===== config.mk =====
export PLATFORM = sky130hd
export DESIGN_NAME = mac_acc_pipe_flat
export DESIGN_NICKNAME = d
export VERILOG_FILES = /design/src/rtl/mac_acc_pipe_pkg.sv /design/src/rtl/mac_acc_pipe_if.sv /design/src/rtl/mac_round_sat.sv /design/src/rtl/mac_acc_pipe.sv /design/src/flat_wrapper.sv
export SDC_FILE = /design/constraint.sdc
export NUM_CORES = 1
export LEC_CHECK = 0
export ABC_AREA = 0
export CELL_PAD_IN_SITES_DETAIL_PLACEMENT = 0
export CELL_PAD_IN_SITES_GLOBAL_PLACEMENT = 1
export CORE_UTILIZATION = 27
export DETAILED_ROUTE_END_ITERATION = 8
export PLACE_DENSITY = 0.63
export SKIP_LAST_GASP = 1
export SYNTH_ARGS = -nofsm -noshare
export SYNTH_HDL_FRONTEND = slang
export SYNTH_SLANG_ARGS = --single-unit

===== constraint.sdc =====
create_clock -name clk -period 8.7 [get_ports clk]
set_input_delay 2.175 -clock clk [delete_from_list [all_inputs] [get_ports clk]]
set_output_delay 2.175 -clock clk [all_outputs]
set_load 0.1 [all_outputs]

===== src/rtl/mac_acc_pipe_pkg.sv =====
// Shared types and the round/shift/saturate helper for the MAC datapath and the
// planned requantiser.
`ifndef WIDTH_DATA
`define WIDTH_DATA 8
`endif

package mac_acc_pipe_pkg;

  localparam int WIDE_W = 64;

  typedef logic signed [WIDE_W-1:0] wide_t;

  // Round half up, arithmetic shift, then range-check against a signed out_w result.
  function automatic wide_t round_shift_sat(input wide_t acc, input logic [7:0] shift,
                                            input int out_w, input logic sat,
                                            output logic ovf);
    wide_t rnd;
    wide_t r;
    wide_t hi;
    wide_t lo;
    rnd = (shift == 8'd0) ? 64'sd0 : (64'sd1 <<< (shift - 8'd1));
    r   = (acc + rnd) >>> shift;
    hi  = (64'sd1 <<< (out_w - 1)) - 64'sd1;
    lo  = -(64'sd1 <<< (out_w - 1));
    ovf = (r > hi) || (r < lo);
    if (ovf && sat) begin
      return (r > hi) ? hi : lo;
    end
    return r;
  endfunction

endpackage


===== src/rtl/mac_acc_pipe_if.sv =====
// Operand/result handshake bundle between the conv1d feeder, the MAC and the
// downstream consumer.
interface mac_acc_pipe_if #(
  parameter int DATA_W = `WIDTH_DATA,
  parameter int OUT_W  = 2*DATA_W
);
  logic                     in_valid;
  logic                     in_ready;
  logic signed [DATA_W-1:0] weight;
  logic signed [DATA_W-1:0] feature;
  logic                     out_valid;
  logic                     out_ready;
  logic signed [OUT_W-1:0]  out_data;
  logic                     out_ovf;

  modport master (
    output in_valid, weight, feature, out_ready,
    input  in_ready, out_valid, out_data, out_ovf
  );

  modport slave (
    input  in_valid, weight, feature, out_ready,
    output in_ready, out_valid, out_data, out_ovf
  );
endinterface


===== src/rtl/mac_round_sat.sv =====
// Combinational round/shift/saturate of an accumulator value down to OUT_W bits.
module mac_round_sat
  import mac_acc_pipe_pkg::*;
#(
  parameter int ACC_W = 36,
  parameter int OUT_W = 32
) (
  input  logic signed [ACC_W-1:0]         acc,
  input  logic        [$clog2(ACC_W)-1:0] shift,
  input  logic                            sat,
  output logic signed [OUT_W-1:0]         data,
  output logic                            ovf
);

  wide_t res;
  logic  unused_hi;

  always_comb begin
    res  = round_shift_sat(WIDE_W'(acc), 8'(shift), OUT_W, sat, ovf);
    data = res[OUT_W-1:0];
  end

  // Bits above OUT_W only matter for the range check inside the helper.
  assign unused_hi = ^res[WIDE_W-1:OUT_W];

endmodule


===== src/rtl/mac_acc_pipe.sv =====
// Pipelined signed multiply-accumulate: S1 operand register, S2 product,
// S3 accumulator, then a rounded/saturated output register with backpressure.
module mac_acc_pipe
  import mac_acc_pipe_pkg::*;
#(
  parameter int DATA_W = `WIDTH_DATA,
  parameter int K_MAX  = 16,
  parameter int ACC_W  = 2*DATA_W + $clog2(K_MAX),
  parameter int OUT_W  = 2*DATA_W
) (
  input  logic                         clk,
  input  logic                         rst,
  input  logic [$clog2(K_MAX+1)-1:0]   cfg_k,
  input  logic [$clog2(ACC_W)-1:0]     cfg_shift,
  input  logic                         cfg_sat,
  mac_acc_pipe_if.slave                bus
);

  localparam int KW  = $clog2(K_MAX+1);
  localparam int SHW = $clog2(ACC_W);
  localparam int PW  = 2*DATA_W;

  generate
    if (ACC_W < 2*DATA_W + $clog2(K_MAX) || ACC_W > WIDE_W - 2 || OUT_W >= WIDE_W) begin : g_width_check
      $error("mac_acc_pipe: ACC_W/OUT_W outside the supported range");
    end
  endgenerate

  logic [KW-1:0]            tap_cnt_q, tap_cnt_d;
  logic [KW-1:0]            k_q, k_d;
  logic [SHW-1:0]           shift_q, shift_d;
  logic                     sat_q, sat_d;

  logic                     s1_valid_q, s1_valid_d;
  logic                     s1_first_q, s1_first_d;
  logic                     s1_last_q, s1_last_d;
  logic signed [DATA_W-1:0] s1_w_q, s1_w_d;
  logic signed [DATA_W-1:0] s1_f_q, s1_f_d;
  logic [SHW-1:0]           s1_shift_q, s1_shift_d;
  logic                     s1_sat_q, s1_sat_d;

  logic                     s2_valid_q, s2_valid_d;
  logic                     s2_first_q, s2_first_d;
  logic                     s2_last_q, s2_last_d;
  logic signed [PW-1:0]     s2_prod_q, s2_prod_d;
  logic [SHW-1:0]           s2_shift_q, s2_shift_d;
  logic                     s2_sat_q, s2_sat_d;

  logic signed [ACC_W-1:0]  acc_q, acc_d;
  logic                     s3_done_q, s3_done_d;
  logic [SHW-1:0]           s3_shift_q, s3_shift_d;
  logic                     s3_sat_q, s3_sat_d;

  logic                     out_valid_q, out_valid_d;
  logic signed [OUT_W-1:0]  out_data_q, out_data_d;
  logic                     out_ovf_q, out_ovf_d;

  logic                     adv;
  logic                     accept;
  logic                     grp_first;
  logic                     grp_last;
  logic [KW-1:0]            k_eff;
  logic [KW-1:0]            grp_k;
  logic [SHW-1:0]           grp_shift;
  logic                     grp_sat;
  logic signed [OUT_W-1:0]  rs_data;
  logic                     rs_ovf;

  // The group's config is taken live on its first tap and from the latches afterwards.
  always_comb begin
    adv    = !out_valid_q || bus.out_ready;
    accept = bus.in_valid && adv;
    if (cfg_k == '0) begin
      k_eff = KW'(1);
    end else if (cfg_k > KW'(K_MAX)) begin
      k_eff = KW'(K_MAX);
    end else begin
      k_eff = cfg_k;
    end
    grp_first = (tap_cnt_q == '0);
    grp_k     = grp_first ? k_eff     : k_q;
    grp_shift = grp_first ? cfg_shift : shift_q;
    grp_sat   = grp_first ? cfg_sat   : sat_q;
    grp_last  = (tap_cnt_q == grp_k - KW'(1));
  end

  mac_round_sat #(
    .ACC_W (ACC_W),
    .OUT_W (OUT_W)
  ) u_round_sat (
    .acc   (acc_q),
    .shift (s3_shift_q),
    .sat   (s3_sat_q),
    .data  (rs_data),
    .ovf   (rs_ovf)
  );

  always_comb begin
    tap_cnt_d   = tap_cnt_q;
    k_d         = k_q;
    shift_d     = shift_q;
    sat_d       = sat_q;
    s1_valid_d  = s1_valid_q;
    s1_first_d  = s1_first_q;
    s1_last_d   = s1_last_q;
    s1_w_d      = s1_w_q;
    s1_f_d      = s1_f_q;
    s1_shift_d  = s1_shift_q;
    s1_sat_d    = s1_sat_q;
    s2_valid_d  = s2_valid_q;
    s2_first_d  = s2_first_q;
    s2_last_d   = s2_last_q;
    s2_prod_d   = s2_prod_q;
    s2_shift_d  = s2_shift_q;
    s2_sat_d    = s2_sat_q;
    acc_d       = acc_q;
    s3_done_d   = s3_done_q;
    s3_shift_d  = s3_shift_q;
    s3_sat_d    = s3_sat_q;
    out_valid_d = out_valid_q;
    out_data_d  = out_data_q;
    out_ovf_d   = out_ovf_q;

    if (accept) begin
      tap_cnt_d = grp_last ? '0 : tap_cnt_q + KW'(1);
      if (grp_first) begin
        k_d     = k_eff;
        shift_d = cfg_shift;
        sat_d   = cfg_sat;
      end
    end

    // Shift/sat ride along with every tap so a new group can start while the
    // previous group's last tap is still in flight.
    if (adv) begin
      s1_valid_d = bus.in_valid;
      s1_first_d = grp_first;
      s1_last_d  = grp_last;
      s1_w_d     = bus.weight;
      s1_f_d     = bus.feature;
      s1_shift_d = grp_shift;
      s1_sat_d   = grp_sat;

      s2_valid_d = s1_valid_q;
      s2_first_d = s1_first_q;
      s2_last_d  = s1_last_q;
      s2_prod_d  = PW'(s1_w_q) * PW'(s1_f_q);
      s2_shift_d = s1_shift_q;
      s2_sat_d   = s1_sat_q;

      if (s2_valid_q) begin
        acc_d = s2_first_q ? ACC_W'(s2_prod_q) : acc_q + ACC_W'(s2_prod_q);
      end
      s3_done_d  = s2_valid_q && s2_last_q;
      s3_shift_d = s2_shift_q;
      s3_sat_d   = s2_sat_q;

      out_valid_d = s3_done_q;
      if (s3_done_q) begin
        out_data_d = rs_data;
        out_ovf_d  = rs_ovf;
      end
    end
  end

  always_ff @(posedge clk) begin
    if (rst) begin
      tap_cnt_q   <= '0;
      k_q         <= '0;
      shift_q     <= '0;
      sat_q       <= 1'b0;
      s1_valid_q  <= 1'b0;
      s1_first_q  <= 1'b0;
      s1_last_q   <= 1'b0;
      s1_w_q      <= '0;
      s1_f_q      <= '0;
      s1_shift_q  <= '0;
      s1_sat_q    <= 1'b0;
      s2_valid_q  <= 1'b0;
      s2_first_q  <= 1'b0;
      s2_last_q   <= 1'b0;
      s2_prod_q   <= '0;
      s2_shift_q  <= '0;
      s2_sat_q    <= 1'b0;
      acc_q       <= '0;
      s3_done_q   <= 1'b0;
      s3_shift_q  <= '0;
      s3_sat_q    <= 1'b0;
      out_valid_q <= 1'b0;
      out_data_q  <= '0;
      out_ovf_q   <= 1'b0;
    end else begin
      tap_cnt_q   <= tap_cnt_d;
      k_q         <= k_d;
      shift_q     <= shift_d;
      sat_q       <= sat_d;
      s1_valid_q  <= s1_valid_d;
      s1_first_q  <= s1_first_d;
      s1_last_q   <= s1_last_d;
      s1_w_q      <= s1_w_d;
      s1_f_q      <= s1_f_d;
      s1_shift_q  <= s1_shift_d;
      s1_sat_q    <= s1_sat_d;
      s2_valid_q  <= s2_valid_d;
      s2_first_q  <= s2_first_d;
      s2_last_q   <= s2_last_d;
      s2_prod_q   <= s2_prod_d;
      s2_shift_q  <= s2_shift_d;
      s2_sat_q    <= s2_sat_d;
      acc_q       <= acc_d;
      s3_done_q   <= s3_done_d;
      s3_shift_q  <= s3_shift_d;
      s3_sat_q    <= s3_sat_d;
      out_valid_q <= out_valid_d;
      out_data_q  <= out_data_d;
      out_ovf_q   <= out_ovf_d;
    end
  end

  assign bus.in_ready  = adv;
  assign bus.out_valid = out_valid_q;
  assign bus.out_data  = out_data_q;
  assign bus.out_ovf   = out_ovf_q;

endmodule


===== src/flat_wrapper.sv =====
// flat-port wrapper written by rule: the top's interface ports become plain ports
module mac_acc_pipe_flat import mac_acc_pipe_pkg::*;
#(
  parameter int DATA_W = `WIDTH_DATA,
  parameter int K_MAX  = 16,
  parameter int ACC_W  = 2*DATA_W + $clog2(K_MAX),
  parameter int OUT_W  = 2*DATA_W
)
  (clk, rst, cfg_k, cfg_shift, cfg_sat, bus_in_valid, bus_weight, bus_feature, bus_out_ready, bus_in_ready, bus_out_valid, bus_out_data, bus_out_ovf);
  mac_acc_pipe_if #(.DATA_W(DATA_W), .OUT_W(OUT_W)) bus_i ();
  input  logic clk;
  input  logic rst;
  input  logic [$clog2(K_MAX+1)-1:0] cfg_k;
  input  logic [$clog2(ACC_W)-1:0] cfg_shift;
  input  logic cfg_sat;
  input wire logic [$bits(bus_i.in_valid)-1:0] bus_in_valid;
  input wire logic [$bits(bus_i.weight)-1:0] bus_weight;
  input wire logic [$bits(bus_i.feature)-1:0] bus_feature;
  input wire logic [$bits(bus_i.out_ready)-1:0] bus_out_ready;
  output wire logic [$bits(bus_i.in_ready)-1:0] bus_in_ready;
  output wire logic [$bits(bus_i.out_valid)-1:0] bus_out_valid;
  output wire logic [$bits(bus_i.out_data)-1:0] bus_out_data;
  output wire logic [$bits(bus_i.out_ovf)-1:0] bus_out_ovf;
  assign bus_i.in_valid = bus_in_valid;
  assign bus_i.weight = bus_weight;
  assign bus_i.feature = bus_feature;
  assign bus_i.out_ready = bus_out_ready;
  assign bus_in_ready = bus_i.in_ready;
  assign bus_out_valid = bus_i.out_valid;
  assign bus_out_data = bus_i.out_data;
  assign bus_out_ovf = bus_i.out_ovf;
  mac_acc_pipe #(.DATA_W(DATA_W), .K_MAX(K_MAX), .ACC_W(ACC_W), .OUT_W(OUT_W)) u_core (.clk(clk), .rst(rst), .cfg_k(cfg_k), .cfg_shift(cfg_shift), .cfg_sat(cfg_sat), .bus(bus_i));
endmodule

==> impl_results.md <==
* CTS tree: done
* Post-detail-place hpwl at 59,460 um
* Prevailing post-synth register cell: dfxtp_1
* Synth area leader: dfxtp_1
* Io pins at 50
* Post-route ant nets at 0
* Chip height at 263.2 um
* Hold path depth at 2
* Register-to-Register Path Depth at 25
* Critical path type: register to register
* RePlAce Congestion at 0.9687
* Final critical-path required period at 8.059 ns
* # port buffers at 49
* R2r setup slk at 0.64 ns
* Final setup fails at 0
* Clock Tree Buf Depth at 2
* PwrDens at 115.3 nW/um^2
* CP endpoint kind: register
* Total detailed-routing wirelength at 74,350 um
* Non-Filler Instances at 3,462
* Initial antenna violation count at 0
* Clk slew on worst S/H paths at 0.08 ns
* Remaining global-route overflow at 0
* HP Class: register to register
* Vias at 19,937
* Post-synth EDFFs at 0
* Initial core utilization at 27.34%
* CTS Hold Buffers Added at 0
* Clock latency on the worst-skew pair at 0.38 ns
* Slew Limit Fails at 0
* Num Clock Sinks at 111
* Fin util at 29.89%
* Row count at 95
* Fin Setup TNS at 0 ns
* R2R Path End: u_core.bus.out_data[12]
* Die footprint at 69,280 sq um
* Synth Register Bits at 111
* H-tree levels at 3
* DRC at 0
* CP required at 8.96 ns
* Maxcap violations at 0
* Dpl cells at 3,446
* CORE AREA at 67,400 sq um
* Max Freq at 0.1241 GHz
* Syn_area_per_cell at 7.053 sq um
* Cell count after synthesis at 2,612
* Detailed Route Iter0 Violations at 1,890
* CP startpoint kind: register
* Worst reg2reg path startpoint: u_core.s3_shift_q[1]
* Wire length of the first global-routing pass at 114,200 um
* Root buf cell: clkbuf_16
* Overall routing resource usage at 20.86%
* Layout net count at 2,788
* Largest net degree at the start of global routing at 69
* Crit path from: u_core.s3_shift_q[1]
* Hold path endpoint: u_core.s3_shift_q[2]
* Final total power at 2322 uW
* Antenna Cells at 0
* Seq/Total Area, Yosys at 12.06%
* Drt pass-1 iters at 5
* Die width at 263.2 um
* Synth warn at 0
* Worst VDD drop at 0.00009583 V
* Num CTS Buffers at 9
* Asr flop ratio synth at 0%
* Area Overhead vs Synth at 9.345%
* Cell variety after synth at 102
* Post-CTS sizing at 0
* Post-CTS Setup Bufs at 0
* Number of global-route vias before repair at 18,975
* Status: finished clean
* Via/cell ratio at 5.759
* Yosys top cell area share at 12.06%
* Final setup skew at 0.01566 ns
* Critical path arrival at 8.32 ns
* Crit Path Max Fanout at 21
* Leak at 0.007844 uW
* Area contributors post-synth: dfxtp_1 (12%), ha_1 (7.9%), nand2_1 (7.2%)
* Share of cells above drive strength 1 at 7.068%
* Relative slew margins at 23.79%
* Hold Vio Cnt, Final at 0
* RSZ-0062 raised after global routing: no
* Hold_sp: u_core.s2_shift_q[2]
* Avg WL per Cell at 21.48 um
* Slew @ Worst Pin at 1.129 ns
* Final Cycle Share at 92.64%
* Mapped Area at 18,420 sq um
worst max path at each step:
stage	end	cells past startpoint	slack, ns
finish	u_core.bus.out_data[12]	25	0.64
global route	u_core.bus.out_data[1]	26	0.19
CTS	u_core.bus.out_data[9]	25	0.83
detailed placement	u_core.bus.out_data[9]	25	0.88
global placement	u_core.bus.out_data[11]	25	0.82
floorplan	u_core.bus.out_data[13]	30	0.96
cell type report:
cell class / count / area (sq um)
clock buffer: 9 / 225.2
clock inverter: 7 / 72.57
fill: 7373 / 47250
inverter: 104 / 390.4
multi-input combinational: 2256 / 15240
sequential: 111 / 2230
tap: 873 / 1092
timing repair buffer: 102 / 898.4
logic make-up (layout without fill, tap and decap cells):
family	Yosys count	count (layout)	synth area share (%)
mux	113	113	7.219
xor+xnor	75	75	3.566
buf+inv	275	222	5.902
simple gates	1054	1054	27.32
fa+ha+maj	173	173	14.07
other cells	1	31	0.02036
compound gates	810	810	29.84
flops	111	111	12.06
synth_stat cells, drive strengths merged, types with 15 or more instances:
| cell | instances |
|---|---|
| nor4 | 36 |
| a31oi | 28 |
| o221ai | 18 |
| a21oi | 233 |
| clkbuf | 125 |
| mux2i | 74 |
| buf | 46 |
| a311oi | 18 |
| xnor2 | 49 |
| ha | 116 |
| and3 | 19 |
| and2 | 68 |
| a211oi | 68 |
| a21o | 32 |
| inv | 102 |
| o21a | 21 |
| fa | 57 |
| nand2b | 27 |
| a2111oi | 15 |
| a221oi | 17 |
| o21bai | 19 |
| o22ai | 27 |
| or3 | 27 |
| mux2 | 26 |
| nand3 | 49 |
| nor3 | 84 |
| nor2 | 265 |
| dfxtp | 111 |
| o21ai | 132 |
| nand2 | 352 |
| xor2 | 26 |
| o211ai | 38 |
| or2 | 19 |
| nand4 | 52 |
state kept, by name, indices dropped and copies added, names as in the netlist, 5 cells and up:
register             cells
u_core.s1_w_q            8
u_core.tap_cnt_q         5
u_core.bus.out_data     16
u_core.acc_q            20
u_core.shift_q           5
u_core.s3_shift_q        5
u_core.s1_f_q            8
u_core.k_q               5
u_core.s1_shift_q        5
u_core.s2_shift_q        5
u_core.s2_prod_q        16
worst max-delay path: stages (launching register included):
cell       delay (ns)
dfxtp_2          0.33
inv_2            0.31
ha_1             0.42
nand2_1          0.13
o21ai_0          0.18
nand2_1          0.07
o21ai_0          0.36
nor2b_1          0.19
ha_1             0.33
a21oi_1          0.24
o21ai_0          0.23
a21oi_1          0.53
nor3_1           0.26
or2_2            0.44
nor4_2           0.66
o311ai_0         0.27
o21ai_0          0.25
nor2_1           0.17
mux4_2           0.57
or4_4            0.50
a2111oi_2        0.39
nand4_1          0.20
o31a_1           0.47
buf_4            0.22
o22ai_1          0.13
nor2_1           0.05
layout by cell type, fill, tap and decap left out, types with 18 or more instances in the layout:
| cell type | count |
|---|---|
| nand2_1 | 352 |
| nor2_1 | 264 |
| a21oi_1 | 228 |
| ha_1 | 116 |
| o21ai_0 | 114 |
| dfxtp_1 | 105 |
| inv_1 | 98 |
| nor3_1 | 82 |
| mux2i_1 | 73 |
| and2_1 | 66 |
| a211oi_1 | 65 |
| fa_1 | 57 |
| buf_4 | 53 |
| nand4_1 | 52 |
| xnor2_1 | 49 |
| nand3_1 | 49 |
| clkdlybuf4s50_1 | 48 |
| o211ai_1 | 38 |
| nor4_1 | 32 |
| a21o_1 | 32 |
| conb_1 | 31 |
| a31oi_1 | 28 |
| nand2b_1 | 27 |
| o22ai_1 | 27 |
| xor2_1 | 26 |
| mux2_2 | 26 |
| or3_1 | 25 |
| o21a_1 | 21 |
| o21bai_1 | 19 |
| and3_1 | 18 |
| a311oi_1 | 18 |
| o221ai_1 | 18 |
power breakdown:
group	total, uW	internal, uW	switching [uW]	leakage [uW]
combinational	1310	472	839	0.00678
clock	427	203	223	0.000147
sequential	584	542	42.1	0.000913
metal layers:
metal  part of all wire [%]  global-route usage, %  vias up
met4                    3.5                  7.365        0
met2                     48                  36.01      623
met1                     44                  27.20     9594
met5                      0                      0        -
met3                    4.3                  1.515      113
li1                       -                      -     9607
per-stage QoR:
step / hold slack (ns) / cell area [sq um] / worst slack (ns)
floorplan: 0.4321 / 18540 / 0.9558
global placement: 0.4413 / 19850 / 0.8167
detailed placement: 0.4465 / 19850 / 0.8781
CTS: 0.4571 / 20140 / 0.8327
global route: 0.4736 / 20140 / 0.1884
finish: 0.4543 / 20140 / 0.6405
(Power assumes the default switching activity.)
